`config.mk`:
```
export PLATFORM = sky130hd
export DESIGN_NAME = unibus_dma
export DESIGN_NICKNAME = d
export VERILOG_FILES = /design/src/rtl/unibus_pkg.sv /design/src/rtl/unibus_dma.sv
export SDC_FILE = /design/constraint.sdc
export NUM_CORES = 1
export LEC_CHECK = 0
export CAP_MARGIN = 20
export CORE_MARGIN = 2
export CORE_UTILIZATION = 44
export CTS_CLUSTER_DIAMETER = 60
export DETAILED_ROUTE_END_ITERATION = 6
export PLACE_DENSITY = 0.88
export SLEW_MARGIN = 20
export SYNTH_ARGS = -nofsm -noshare
export SYNTH_HDL_FRONTEND = slang
export SYNTH_SLANG_ARGS = --single-unit
export TNS_END_PERCENT = 5
```
`constraint.sdc`:
```
create_clock -name CLOCK -period 2.5 [get_ports CLOCK]
set_clock_uncertainty 0.15 [all_clocks]
set_input_delay 0.25 -clock CLOCK [delete_from_list [all_inputs] [get_ports CLOCK]]
set_output_delay 0.25 -clock CLOCK [all_outputs]
set_load 0.02 [all_outputs]
```
`src/rtl/unibus_pkg.sv`:
```
// Shared definitions for the Unibus NPR master: cycle-type codes, FSM state codes
// and the post-cycle address step.
package unibus_pkg;

  localparam logic [1:0] C_DATI  = 2'b00;
  localparam logic [1:0] C_DATIP = 2'b01;
  localparam logic [1:0] C_DATO  = 2'b10;
  localparam logic [1:0] C_DATOB = 2'b11;

  localparam logic [3:0] ST_IDLE   = 4'd0;
  localparam logic [3:0] ST_REQ    = 4'd1;
  localparam logic [3:0] ST_GRANT  = 4'd2;
  localparam logic [3:0] ST_DESKEW = 4'd3;
  localparam logic [3:0] ST_MSYN   = 4'd4;
  localparam logic [3:0] ST_UNSYNC = 4'd5;

  localparam logic [31:0] DMA_ID = 32'h444D_1001;

  // Byte cycles advance one byte, word cycles one word; 18-bit wrap is implicit.
  function automatic logic [17:0] addr_step(input logic [1:0] c);
    return (c == C_DATOB) ? 18'd1 : 18'd2;
  endfunction

endpackage

```
`src/rtl/unibus_dma.sv`:
```
// Unibus NPR bus master: arbitrates for the bus and runs one DATI/DATO/DATOB cycle.
// Optional build macro DMA_AUTOINC_EN advances the address after each successful cycle.
module unibus_dma
  import unibus_pkg::*;
#(
  parameter int DESKEW  = 15,
  parameter int TIMEOUT = 1000
) (
  input  logic        CLOCK,
  input  logic        RESET,
  input  logic        armwrite,
  input  logic [1:0]  armraddr,
  input  logic [1:0]  armwaddr,
  input  logic [31:0] armwdata,
  output logic [31:0] armrdata,
  input  logic        init_in_h,
  input  logic        npg_in_h,
  input  logic        bbsy_in_h,
  input  logic        ssyn_in_h,
  input  logic [15:0] d_in_h,
  output logic        npr_out_h,
  output logic        sack_out_h,
  output logic        bbsy_out_h,
  output logic        msyn_out_h,
  output logic [17:0] a_out_h,
  output logic [1:0]  c_out_h,
  output logic [15:0] d_out_h
);

  localparam logic [27:0] DSK_LAST = 28'(DESKEW - 1);
  localparam logic [27:0] TMO      = 28'(TIMEOUT);

  logic [3:0]  state_q, state_d;
  logic [27:0] timer_q, timer_d;
  logic [17:0] addr_q, addr_d;
  logic [1:0]  c_q, c_d;
  logic [15:0] wdata_q, wdata_d;
  logic [15:0] rdata_q, rdata_d;
  logic        nxm_q, nxm_d;

  logic busy, own_bus, reg1_wr, reg2_wr;
  logic unused_wbits;

  assign unused_wbits = ^armwdata[30:20];

  assign busy    = (state_q != ST_IDLE);
  assign own_bus = (state_q == ST_DESKEW) || (state_q == ST_MSYN) || (state_q == ST_UNSYNC);
  // Bus-visible registers are frozen while a cycle is in flight.
  assign reg1_wr = armwrite && (armwaddr == 2'd1) && !busy;
  assign reg2_wr = armwrite && (armwaddr == 2'd2) && !busy;

  always_comb begin
    state_d = state_q;
    timer_d = timer_q;
    addr_d  = addr_q;
    c_d     = c_q;
    wdata_d = wdata_q;
    rdata_d = rdata_q;
    nxm_d   = nxm_q;

    if (reg1_wr) begin
      addr_d = armwdata[17:0];
      c_d    = armwdata[19:18];
      nxm_d  = 1'b0;
    end
    if (reg2_wr) wdata_d = armwdata[15:0];

    if (init_in_h) begin
      state_d = ST_IDLE;
    end else begin
      case (state_q)
        ST_IDLE:   if (reg1_wr && armwdata[31]) state_d = ST_REQ;
        ST_REQ:    if (npg_in_h) state_d = ST_GRANT;
        ST_GRANT: begin
          if (!npg_in_h && !bbsy_in_h && !ssyn_in_h) begin
            state_d = ST_DESKEW;
            timer_d = '0;
          end
        end
        ST_DESKEW: begin
          if (timer_q == DSK_LAST) begin
            state_d = ST_MSYN;
            timer_d = '0;
          end else begin
            timer_d = timer_q + 28'd1;
          end
        end
        ST_MSYN: begin
          if (ssyn_in_h) begin
            if (!c_q[1]) rdata_d = d_in_h;
`ifdef DMA_AUTOINC_EN
            addr_d = addr_q + addr_step(c_q);
`endif
            state_d = ST_UNSYNC;
          end else if (timer_q == TMO) begin
            nxm_d   = 1'b1;
            state_d = ST_UNSYNC;
          end else begin
            timer_d = timer_q + 28'd1;
          end
        end
        ST_UNSYNC: if (!ssyn_in_h) state_d = ST_IDLE;
        default:   state_d = ST_IDLE;
      endcase
    end
  end

  always_ff @(posedge CLOCK or posedge RESET) begin
    if (RESET) begin
      state_q <= ST_IDLE;
      timer_q <= '0;
      addr_q  <= '0;
      c_q     <= '0;
      wdata_q <= '0;
      rdata_q <= '0;
      nxm_q   <= 1'b0;
    end else begin
      state_q <= state_d;
      timer_q <= timer_d;
      addr_q  <= addr_d;
      c_q     <= c_d;
      wdata_q <= wdata_d;
      rdata_q <= rdata_d;
      nxm_q   <= nxm_d;
    end
  end

  // Byte-lane choice for DATOB is made by the slave from a_out_h[0].
  assign npr_out_h  = (state_q == ST_REQ);
  assign sack_out_h = (state_q == ST_GRANT);
  assign bbsy_out_h = own_bus;
  assign msyn_out_h = (state_q == ST_MSYN);
  assign a_out_h    = own_bus ? addr_q : 18'd0;
  assign c_out_h    = own_bus ? c_q : 2'd0;
  assign d_out_h    = (own_bus && c_q[1]) ? wdata_q : 16'd0;

  always_comb begin
    case (armraddr)
      2'd0:    armrdata = DMA_ID;
      2'd1:    armrdata = {busy, nxm_q, 10'b0, c_q, addr_q};
      2'd2:    armrdata = {rdata_q, wdata_q};
      default: armrdata = {state_q, timer_q};
    endcase
  end

endmodule

```
==> flow_summary.ini, run 1 <==
[die]
core_sq_um = 10700
die_w_um = 108
die-area_sq_um = 11700
die_h_um = 108
io_pins = 131
start_util = 0.446
rows = 38

[grt]
antenna_found_initial = 0
track_usage = 0.231
grt_pass1_wl_mm = 21.5
grt_max_degree = 47
grt_pass1_vias = 4329
overflow = 0

[logic_synthesis]
synth-seq-area-share = 0.439
synth_edf_count = 0
synthesis.area_sq_um = 4790
async_flop_share = 1.00
synth_ff_type = dfrtp_1
syn_avg_cell_area_sq_um = 10.5
syn-num-nets = 519
synth.distinct_cells = 47
yosys_warnings = 0
ys_seq_elements = 84
synth_cells = 457

[worst_setup_path]
path_class = flip-flop to flip-flop
required_ns = 2.60
critPathCaptureType = flip-flop
arrival_ns = 2.55
start_kind = flip-flop
crit_path_max_fanout = 2

[pwr]
ir_drop_mv = 0.462
power_density_nw_per_um2 = 783
switchingPower_mw = 1.79
p_int_mw = 3.36
netSwitchingFraction = 0.348
clock_power_share = 0.213
p_seq_frac = 0.426
p_leak_nw = 2.99
p_comb_frac = 0.361

[routing]
dr_wl_met3_um = 913
vias = 4245
drt_iter0_drc = 239
wl_met1_mm = 5.76
routedWlPerCell_um = 17.7
via_per_inst = 5.71
drt_first_pass_iters = 4
top_layer_used = met4
routed_wl_mm = 13.2
wl_met2_mm = 6.34
antenna_left = 0
drc = 0

[timing]
layout_min_cycle_time_ns = 2.45
setup_violations = 0
fmax_mhz = 409
hold_viol_final = 0
tightest_slew_ns = 0.485
hold_slack_ns = 0.126
slew_headroom = 0.668
slew_viol_final = 0
min_period_over_period = 0.978
rsz0062_at_grt = true

[layout]
final_layout_size_suffix_gt1_frac = 0.229
n_antenna_cell = 0
fillers = 878
fin_nets = 660
area_growth_pct = 37.2
fin_area_sq_um = 6580

[clocking]
cts_root_buffer = clkbuf_8
cts_tree = built
cts.path.max_buffers = 2
cts_sinks = 84
clk_pin_slew_ns = 0.09
clk_latency_ns = 0.36
h-tree-depth = 3
numCtsBuffers = 9
ctsHoldBuffers = 0

[run_status]
status = finished clean

[placed_design]
place.gp.congestion = 0.882
dp_hpwl_mm = 9.44
postPlaceCellArea_sq_um = 6380
io_buffers = 119

[run]
max_cap_violations = 0

[hold_path]
hold_path_class = input port to asynchronous set/reset pin
[final timing paths]
kind | slack, ns | cells after the start | end | startpoint
hold reg to reg | 0.37 | 1 | rdata_q[7]$_DFFE_PP0P_ | rdata_q[7]$_DFFE_PP0P_
min in group CLOCK | 0.35 | 2 | rdata_q[10]$_DFFE_PP0P_ | d_in_h[10]
setup / recovery | 0.05 | 5 | state_q[1]$_DFFE_PP0P_ | timer_q[6]$_DFFE_PP0P_
hold / removal | 0.13 | 2 | wdata_q[4]$_DFFE_PP0P_ | RESET
max in group asynchronous | 1.46 | 3 | addr_q[14]$_DFFE_PP0P_ | RESET
setup reg to reg | 0.05 | 5 | state_q[1]$_DFFE_PP0P_ | timer_q[6]$_DFFE_PP0P_
[cell families (layout without fill, tap and decap cells)]
group,Yosys count,count (layout),synth area share
AND/OR/NAND/NOR,146,146,0.182
AO/OA/AOI/OAI,88,88,0.127
flip-flops,84,84,0.439
multiplexers,83,83,0.191
buffers and inverters,46,192,0.0407
XOR/XNOR,7,7,0.0128
adder cells (fa/ha/maj),3,3,0.00783
[sequential cells by signal, summed over array words and instances, names as in the netlist]
register / cells
c_q: 2
state_q: 3
timer_q: 28
addr_q: 18
rdata_q: 16
wdata_q: 16
nxm_q: 1
[placed cells by master, fill, tap and decap left out, drive strengths merged, types with 10 or more instances in the layout]
cell type       n
and3           16
mux2           67
and2           23
a21oi          28
clkbuf         11
inv            15
o21ai          10
o31ai          14
or4            17
nand2          12
clkdlybuf4s50  79
buf            43
dlygate4sd2    30
mux2i          16
dfrtp          84
nor2           18
nor2b          14
a22o           16
[cell usage after synthesis (6+ instances only)]
| cell type | count | share of area |
|---|---|---|
| mux2i_1 | 16 | 0.033 |
| buf_2 | 6 | 0.0063 |
| and2_1 | 23 | 0.030 |
| o31ai_1 | 14 | 0.022 |
| nand2_1 | 12 | 0.0094 |
| nand3_1 | 8 | 0.0084 |
| or3_1 | 7 | 0.0091 |
| nand4_1 | 6 | 0.0078 |
| o21ai_0 | 9 | 0.0094 |
| xnor2_1 | 7 | 0.013 |
| mux2_2 | 67 | 0.16 |
| nor2b_1 | 14 | 0.018 |
| clkbuf_1 | 20 | 0.016 |
| nor2_1 | 18 | 0.014 |
| and3_1 | 16 | 0.021 |
| dfrtp_1 | 84 | 0.44 |
| a22o_1 | 16 | 0.029 |
| or4_1 | 17 | 0.027 |
| inv_1 | 15 | 0.012 |
| a21oi_1 | 26 | 0.027 |
[routing by layer]
layer	vias to the layer above	GRT usage
met3	16	0.0470
met4	0	0.0632
met1	2115	0.304
met2	156	0.390
li1	1958	-
met5	-	0
[power by group through the flow]
stage | sequential (mW) | combinational [mW] | clock [mW]
2_1_floorplan | 2.02 | 1.23 | 0
3_3_place_gp | 2.15 | 1.82 | 0
6_report | 2.20 | 1.86 | 1.10
4_1_cts | 2.17 | 1.87 | 1.11
5_1_grt | 2.24 | 2.02 | 1.17
3_5_place_dp | 2.20 | 1.87 | 0
[critical path, cell delays in order, from the launching register on]
cell and delay (ns):
dfrtp_1 0.38, or4_1 0.52, or4_4 0.51, a221o_1 0.36, a2111o_1 0.30, o211a_1 0.13
[metrics by stage]
step / total power [mW] / instances / util / setup WS, ns / TNS, ns
after floorplan: 3.25 / 457 / - / 0.0272 / 0
after CTS: 5.15 / 743 / 0.610 / 0.0209 / 0
after global routing: 5.43 / 743 / 0.612 / -0.0192 / -0.0192
after global placement: 3.97 / 727 / 0.593 / 0.0118 / 0
final: 5.15 / 743 / 0.612 / 0.0542 / 0
after detailed placement: 4.06 / 727 / 0.593 / -0.0188 / -0.0204
[cell type report]
| cell class | instances | area (sq um) | share of cell area |
|---|---|---|---|
| clock buffer | 11 | 141 | 0.0215 |
| clock inverter | 5 | 82.6 | 0.0126 |
| inverter | 15 | 60.1 | 0.00913 |
| multi-input combinational | 327 | 2510 | 0.382 |
| sequential | 84 | 2100 | 0.320 |
| tap | 140 | 175 | 0.0266 |
| timing repair buffer | 161 | 1500 | 0.229 |
[timing repair]
item / in CTS / in global routing
pin swaps: 0 / 2
cloned: 0 / 0
resized for setup: 40 / 12
buffers inserted: 0 / 0
endpoints found under the setup margin: 41 / 40
Power figures use the tool's default switching activity.
==> inputs of run 2 (changes only) <==
- CORE_UTILIZATION: 44 -> 50
- DONT_BUFFER_PORTS: not set -> 1
- PLACE_DENSITY: 0.88 -> 0.79
==> run 2 against run 1 <==
Compared with the run above:
- die area down 12%
- final area down 14%
- count of clock-buffer cells in the layout is the same
- cell count decreased by 15%
- register-to-register slack hardly changed
- via count fell by 8.8%
- utilization is 0.51 points lower
- sequential share of layout area up 5.3 points
- worst setup slack lost 0.0095 ns
- first-iteration DRC count fell by 16%
- flip-flop and latch count is the same
==> flow_summary.ini, run 2 (same netlist as run 1, synthesis figures left out) <==
[run_status]
status = finished clean

[placed_design]
io_buffers = 0
dp_hpwl_mm = 8.27
place_ws_ns = 0.00284
place.gp.congestion = 0.844

[layout]
mostFrequentLayoutCells = 84 x dfrtp_1, 67 x mux2_2, 38 x dlygate4sd3_1
largest_reg_flops = 28
largest-register = timer_q
fin_nets = 563
n_antenna_cell = 0
layout_commonest_cell = dfrtp_1
final_layout_size_suffix_gt1_frac = 0.261
area_growth_pct = 17.6
final_core_util = 0.607
largestRegisters = timer_q (28), addr_q (18)

[hold_path]
hold_path_class = input port to flip-flop
min_path_cells = 2
hp-start = ssyn_in_h
hold_end = nxm_q$_DFF_PP0_

[timing]
layout_min_cycle_time_ns = 2.46
rsz0062_at_grt = true
hold_viol_final = 0
tightest_slew_ns = 0.819
setup_violations = 0
slew_viol_final = 0
min_period_over_period = 0.982
fmax_mhz = 407
setup_slack_ns = 0.0446
slew_headroom = 0.453

[worst_setup_path]
timing.rr.start = timer_q[7]$_DFFE_PP0P_
path_cells = or4_1 -> or4_4 -> o31a_1 -> nor3_4 -> buf_12 -> a21oi_1
slowest_delay_ns = 0.51
cp-startpoint = timer_q[7]$_DFFE_PP0P_
crit_path_max_fanout = 26
reg2reg_depth = 6
r2r-end = timer_q[4]$_DFFE_PP0P_
path_buf_inv = 1
arrival_ns = 2.54
critPathCaptureType = flip-flop
path_class = flip-flop to flip-flop
cpLargestDelayFamily = simple AND/OR/NAND/NOR gates
critPathSlowestCell = or4_1
r2r_setup_slack_ns = 0.04
required_ns = 2.58
start_kind = flip-flop

[routing]
antenna_left = 0
routedWlPerCell_um = 19.5
drt_first_pass_iters = 5
drc = 0
vias = 3871
drt_iter0_drc = 200
routed_wl_mm = 12.4
via_per_inst = 6.10

[die]
core_sq_um = 9280
start_util = 0.516
io_pins = 131
die-area_sq_um = 10400
die_h_um = 102
die_w_um = 102
rows = 35

[clocking]
h-tree-depth = 3
numCtsBuffers = 9
clk_pin_slew_ns = 0.09
clk_latency_ns = 0.35
cts_tree = built
cts_root_buffer = clkbuf_8
cts_sinks = 84
cts.path.max_buffers = 2

[pwr]
p_leak_nw = 2.44
p_total_mw = 4.64
ir_drop_mv = 0.494
power_density_nw_per_um2 = 823

[grt]
track_usage = 0.240
grt_busiest_layer = met2
antenna_found_initial = 0
met2_usage = 0.404
overflow = 0
grt_util_met1 = 0.307
met3_usage = 0.0520
grt_max_degree = 50
grt_pass1_vias = 4037
grt_pass1_wl_mm = 19.5

[run]
max_cap_violations = 0
-- run 2: changes by cell type in the layout (fill, tap and decap cells not counted), moves of 13 or more --
cell / before / now
clkdlybuf4s50_1: 79 / 0
dlygate4sd3_1: 0 / 38
dlygate4sd2_1: 30 / 0
buf_4: 39 / 23
and3_1: 16 / 3
and3_2: 0 / 13
-- run 2: final cells by class --
cell class | count | area (sq um)
well taps | 129 | 161
fillers | 762 | 3650
flip-flops and latches | 84 | 2100
clock inverters | 5 | 35.0
inverters | 15 | 60.1
clock buffers | 11 | 151
multi-input cells | 327 | 2520
repair buffers | 64 | 604
-- run 2: routing by layer --
metal  share of wire  vias to the layer above
li1                -                     1765
met1            0.43                     1940
met2            0.49                      153
met3           0.069                       13
met4           0.016                        0
met5               0                        -
-- run 2: worst register-to-register path, stage by stage (launching register included) --
cell and delay [ns]:
dfrtp_1 0.39, or4_1 0.51, or4_4 0.51, o31a_1 0.35, nor3_4 0.16, buf_12 0.20
a21oi_1 0.08
-- run 2: where the power goes --
part           total [mW]  switching (mW)  internal, mW
Sequential           2.14           0.363          1.78
Combinational        1.58           0.842         0.734
Clock               0.924           0.506         0.418
Total                4.64            1.71          2.93
-- run 2: timing repair --
item / 4_1_cts / 5_1_grt
pin swaps: 0 / 1
hold buffers: 38 / 0
hold endpoints to repair: 90 / 0
setup endpoints to repair: 1 / 51
gates resized for setup: 1 / 15
setup buffers: 0 / 0
-- run 2: worst max path at each step --
stage | end | depth (start not counted)
after global routing | timer_q[24]$_DFFE_PP0P_ | 5
after floorplan | timer_q[3]$_DFFE_PP0P_ | 6
final | timer_q[4]$_DFFE_PP0P_ | 6
after detailed placement | state_q[1]$_DFFE_PP0P_ | 5
after CTS | state_q[1]$_DFFE_PP0P_ | 5
after global placement | state_q[1]$_DFFE_PP0P_ | 5
-- run 2: stage by stage --
| step | setup TNS [ns] | instance area (sq um) | instances | hold slack, ns |
|---|---|---|---|---|
| 2_1_floorplan | 0 | 4800 | 457 | 0.250 |
| 3_3_place_gp | 0 | 5040 | 581 | 0.136 |
| 3_5_place_dp | 0 | 5040 | 581 | 0.153 |
| 4_1_cts | 0 | 5610 | 635 | 0.00869 |
| 5_1_grt | -0.295 | 5640 | 635 | 0.0246 |
| 6_report | 0 | 5640 | 635 | 0.0240 |
==> edit 1 (settings of run 2) <==
The option `DMA_AUTOINC_EN` is turned on by a define.
--- a/src/rtl/unibus_dma.sv
+++ b/src/rtl/unibus_dma.sv
@@ -2,2 +2,4 @@
 // Optional build macro DMA_AUTOINC_EN advances the address after each successful cycle.
+`define DMA_AUTOINC_EN
+
 module unibus_dma
Check against the original RTL: same outputs for any inputs over 4 cycles, from zero or initial values and one cycle with RESET high; that may be too few to reach the edited logic, so the function may still have changed.
==> edit 1 against run 2 <==
Utilization shrank 1.3 points. Fmax up 3.3%. Critical path type is now reg2out. Critical endpoint is now d_out_h[7]. Worst setup slack improved by 0.079 ns. Count of clock-buffer cells in the layout stayed put. Routed wire length rose by 21%. Synthesized cell count is 21% higher. Combinational power is 6% higher. Total power increased by 8.7%. Synthesized area increased by 7.7%. Die area up 7.4%. Cell area up 7.3%. Sequential cell count stayed put.
==> edit 1: results (changes against run 2) <==
Routing
  • Met2 wire len: 6.94 mm (+15%)
  • DR WL met3: 1.48 mm (+73%)
  • Metal-1 WL: 6.11 mm (+15%)
  • Via density: 6.34 (+4.0%)
  • Initial DRC count: 483 (+140%)
  • Via count: 4673 (+21%)

Logic synthesis
  • Synth cell types: 53 (+13%)
  • Gate Count Post-Synth: 554 (+21%)

Setup path
  • Start point of the critical path: state_q[2]
  • Reg-to-Reg Start: c_q[0]
  • CP peak stage delay: 0.62 ns (+0.11 ns)
  • R2R depth: 8 (+2)
  • Reg2reg end: addr_q[16]
  • Slowest CP cell: o21ai_4

Place
  • Worst slack, placed: 0.177 ns (+0.175 ns)
  • DP Cell Count: 681 (+17%)
  • Hpwl dp: 10.2 mm (+23%)

STA
  • Min Hold Slack: 0.0678 ns (+0.0438 ns)
  • Max transition margin: 49.3% (+4.0 points)
  • Final worst slack: 0.124 ns (+0.0792 ns)

Clocking
  • Cts hold-fix bufs: 39 (+2.6%)

Power and ir drop
  • Worst VDD drop: 0.472 mV (-4.6%)

Finish
  • Layout cells sized above 1: 16.6% (-9.4 points)

Global route
  • Largest net degree at the start of global routing: 85 (+70%)

Outcome
  • Status: finished, final reports clean
==> edit 1: changes by cell type after synthesis, moves of 6 or more <==
cell and delta:
inv_1 -6, nor2_1 +39, xnor2_1 +11, nor3_1 +14
and4_1 +6, nand2_1 +27, o21ai_0 +8, or4_1 -14
mux2_2 -21, clkbuf_1 +8, o31ai_1 -11, a311oi_1 +8
==> edit 1: cell families after synthesis <==
group / share of synthesized area (%)
AND/OR/NAND/NOR: 25.7
AO/OA/AOI/OAI: 12.2
flip-flops: 40.7
multiplexers: 12.7
buffers and inverters: 3.44
XOR/XNOR: 3.56
adder cells (fa/ha/maj): 1.60
==> edit 1: metal layers <==
layer | track usage (%) | vias to the layer above
met3 | 6.68 | 41
met5 | 0 | -
li1 | - | 2093
met2 | 43.2 | 270
met1 | 36.8 | 2269
met4 | 10.2 | 0
==> edit 1: critical path: cells and delay by family (launching register included) <==
| kind | cells | cell delay, ns |
|---|---|---|
| AO/OA/AOI/OAI | 1 | 0.62 |
| AND/OR/NAND/NOR | 1 | 0.40 |
| flip-flops | 1 | 0.34 |
| buffers and inverters | 2 | 0.24 |
==> edit 1: final cells by class <==
type | count | area share (%)
multi-input combinational | 426 | 48.0
tap | 136 | 2.81
clock inverter | 5 | 1.37
sequential | 84 | 34.8
inverter | 10 | 0.683
clock buffer | 11 | 2.50
timing repair buffer | 65 | 9.89
==> edit 1: power by group through the flow <==
| stage | sequential, mW | combinational, mW | clock [mW] |
|---|---|---|---|
| floorplan | 2.01 | 1.27 | 0 |
| global placement | 2.19 | 1.51 | 0 |
| detailed placement | 2.21 | 1.56 | 0 |
| CTS | 2.19 | 1.64 | 1.16 |
| global route | 2.26 | 1.82 | 1.22 |
| finish | 2.22 | 1.68 | 1.15 |
==> edit 2 (settings of run 2) <==
Made on the original files. Make the reset (`RESET`) synchronous in one clocked block.
--- a/src/rtl/unibus_dma.sv
+++ b/src/rtl/unibus_dma.sv
@@ -107,3 +107,3 @@
 
-  always_ff @(posedge CLOCK or posedge RESET) begin
+  always_ff @(posedge CLOCK) begin
     if (RESET) begin
Behaviour: differs if RESET is asserted again (counterexample within 4 cycles, from zero or initial values and one cycle with RESET high); with RESET held inactive, the same outputs for 4 cycles.
==> edit 2 against run 2 <==
The flow now finishes with violations (negative setup slack). Routed wire length up 19%. Worst setup slack worse by 0.14 ns. Worst hold slack better by 0.038 ns. Cell area rose by 0.40%. Sequential cell count stayed put. Highest routed layer unchanged. Synthesized area down 3.1%.
Power is not compared: it rests on default switching activity, and its combinational part moved more than twofold at a synthesized area within 25%.
==> edit 2: results (changes against run 2) <==
Logic synthesis
  • Gate Count Post-Synth: 580 (+27%)
  • Async S/R FF share, synth: 0% (-100 points)
  • Top cells by count, synth: nand2_1, dfxtp_1, a21oi_1, clkbuf_1, mux2i_1
  • Largest cells by area after synthesis: dfxtp_1, a21oi_1, nand2_1, mux2i_1, mux2_2
  • Seq/Total Area, Yosys: 36.2% (-7.7 points)
  • Synth cell types: 51 (+8.5%)
  • Post-Syn Nets: 642 (+24%)
  • Ys flop type: dfxtp_1

STA
  • Setup TNS: -0.428 ns (-0.428 ns)
  • # setup viols final: 7 (+7)
  • Min Hold Slack: 0.0621 ns (+0.0381 ns)
  • Max transition margin: 49.0% (+3.7 points)
  • Final worst slack: -0.0905 ns (-0.135 ns)

Finish
  • Finished Layout Cells: 736 (+16%)
  • Layout net count: 682 (+21%)
  • Layout cells sized above 1: 19.0% (-7.0 points)

Worst hold path
  • Hold path cells: 3 (+1)
  • Hold crit path type: in2reg
  • WHS Endpoint: timer_q[24]
  • Hold Startpoint: init_in_h

Global route
  • Gr usage total: 28.2% (+4.2 points)
  • Via count of the first global-routing pass: 4520 (+12%)
  • Largest net degree at the start of global routing: 58 (+16%)

Routing
  • Routed len/inst: 20.0 um (+2.4%)
  • Initial DRC count: 515 (+160%)
  • Via density: 6.60 (+8.2%)
  • Metal-1 WL: 5.64 mm (+6.5%)
  • Met2 wire len: 7.32 mm (+21%)
  • DR WL met3: 1.27 mm (+48%)

Setup path
  • Endpoint arrival time on the critical path: 2.74 ns (+0.20 ns)
  • CP endpoint: timer_q[25]
  • Register-to-register setup slack: -0.09 ns (-0.14 ns)
  • Reg-to-Reg Start: state_q[1]
  • Crit-path max FO: 14 (-46%)

Place
  • DP Area: 4870 um2 (-3.4%)
  • Worst slack, placed: -0.104 ns (-0.107 ns)
  • RePlAce Congestion: 0.917 (+8.7%)
  • Hpwl dp: 9.21 mm (+11%)

Clocking
  • Root Buffer: clkbuf_8

Power and ir drop
  • Pleak: 2.11 nW

Outcome
  • Failing checks: negative setup slack
  • Status: finished, violations left
==> edit 2: cell types whose count changed after synthesis, sizes merged, moves of 15 or more <==
cell,delta
dfxtp,+84
mux2i,+15
clkbuf,+18
dfrtp,-84
nand2,+79
mux2,-52
a21oi,+44
==> edit 2: per-layer routing <==
metal  GRT usage [%]  up-vias
met5               0        -
met4            12.1        0
met3            5.36       54
met2            47.8      284
met1            35.1     2334
li1                -     2184
==> edit 2: power groups by stage <==
stage          logic, mW  registers (mW)  clock network [mW]
2_1_floorplan      0.140            1.40                   0
4_1_cts            0.208            1.37               0.921
5_1_grt            0.230            1.38               0.984
6_report           0.217            1.38               0.917
3_3_place_gp       0.133            1.40                   0
3_5_place_dp       0.136            1.41                   0
==> edit 2: kinds of logic after synthesis <==
kind of cell	synth area share [%]
AO/OA/AOI/OAI	18.3
adder cells (fa/ha/maj)	0.808
buffers and inverters	5.41
flip-flops	36.2
multiplexers	10.3
AND/OR/NAND/NOR	29.0
==> edit 2: repair_timing <==
item	CTS	global route
endpoints found under the hold margin	57	0
buffers inserted	0	3
gates resized for setup	5	43
hold buffers	41	0
endpoints found under the setup margin	46	65
gates cloned	0	1
pin swaps	3	10
==> edit 2: final cells by class <==
| class | instances | area, um2 |
|---|---|---|
| multi-input combinational | 435 | 2860 |
| clock inverter | 7 | 57.6 |
| sequential | 84 | 1680 |
| clock buffer | 9 | 124 |
| fill | 726 | 3450 |
| inverter | 11 | 41.3 |
| tap | 111 | 139 |
| timing repair buffer | 79 | 754 |
==> edit 2: critical path: stages (launching register included) <==
cell and delay (ns):
dfxtp_2 0.36, or4b_4 0.48, o211a_1 0.25, or4_4 0.52, buf_8 0.16, or4_1 0.49, a21oi_2 0.12
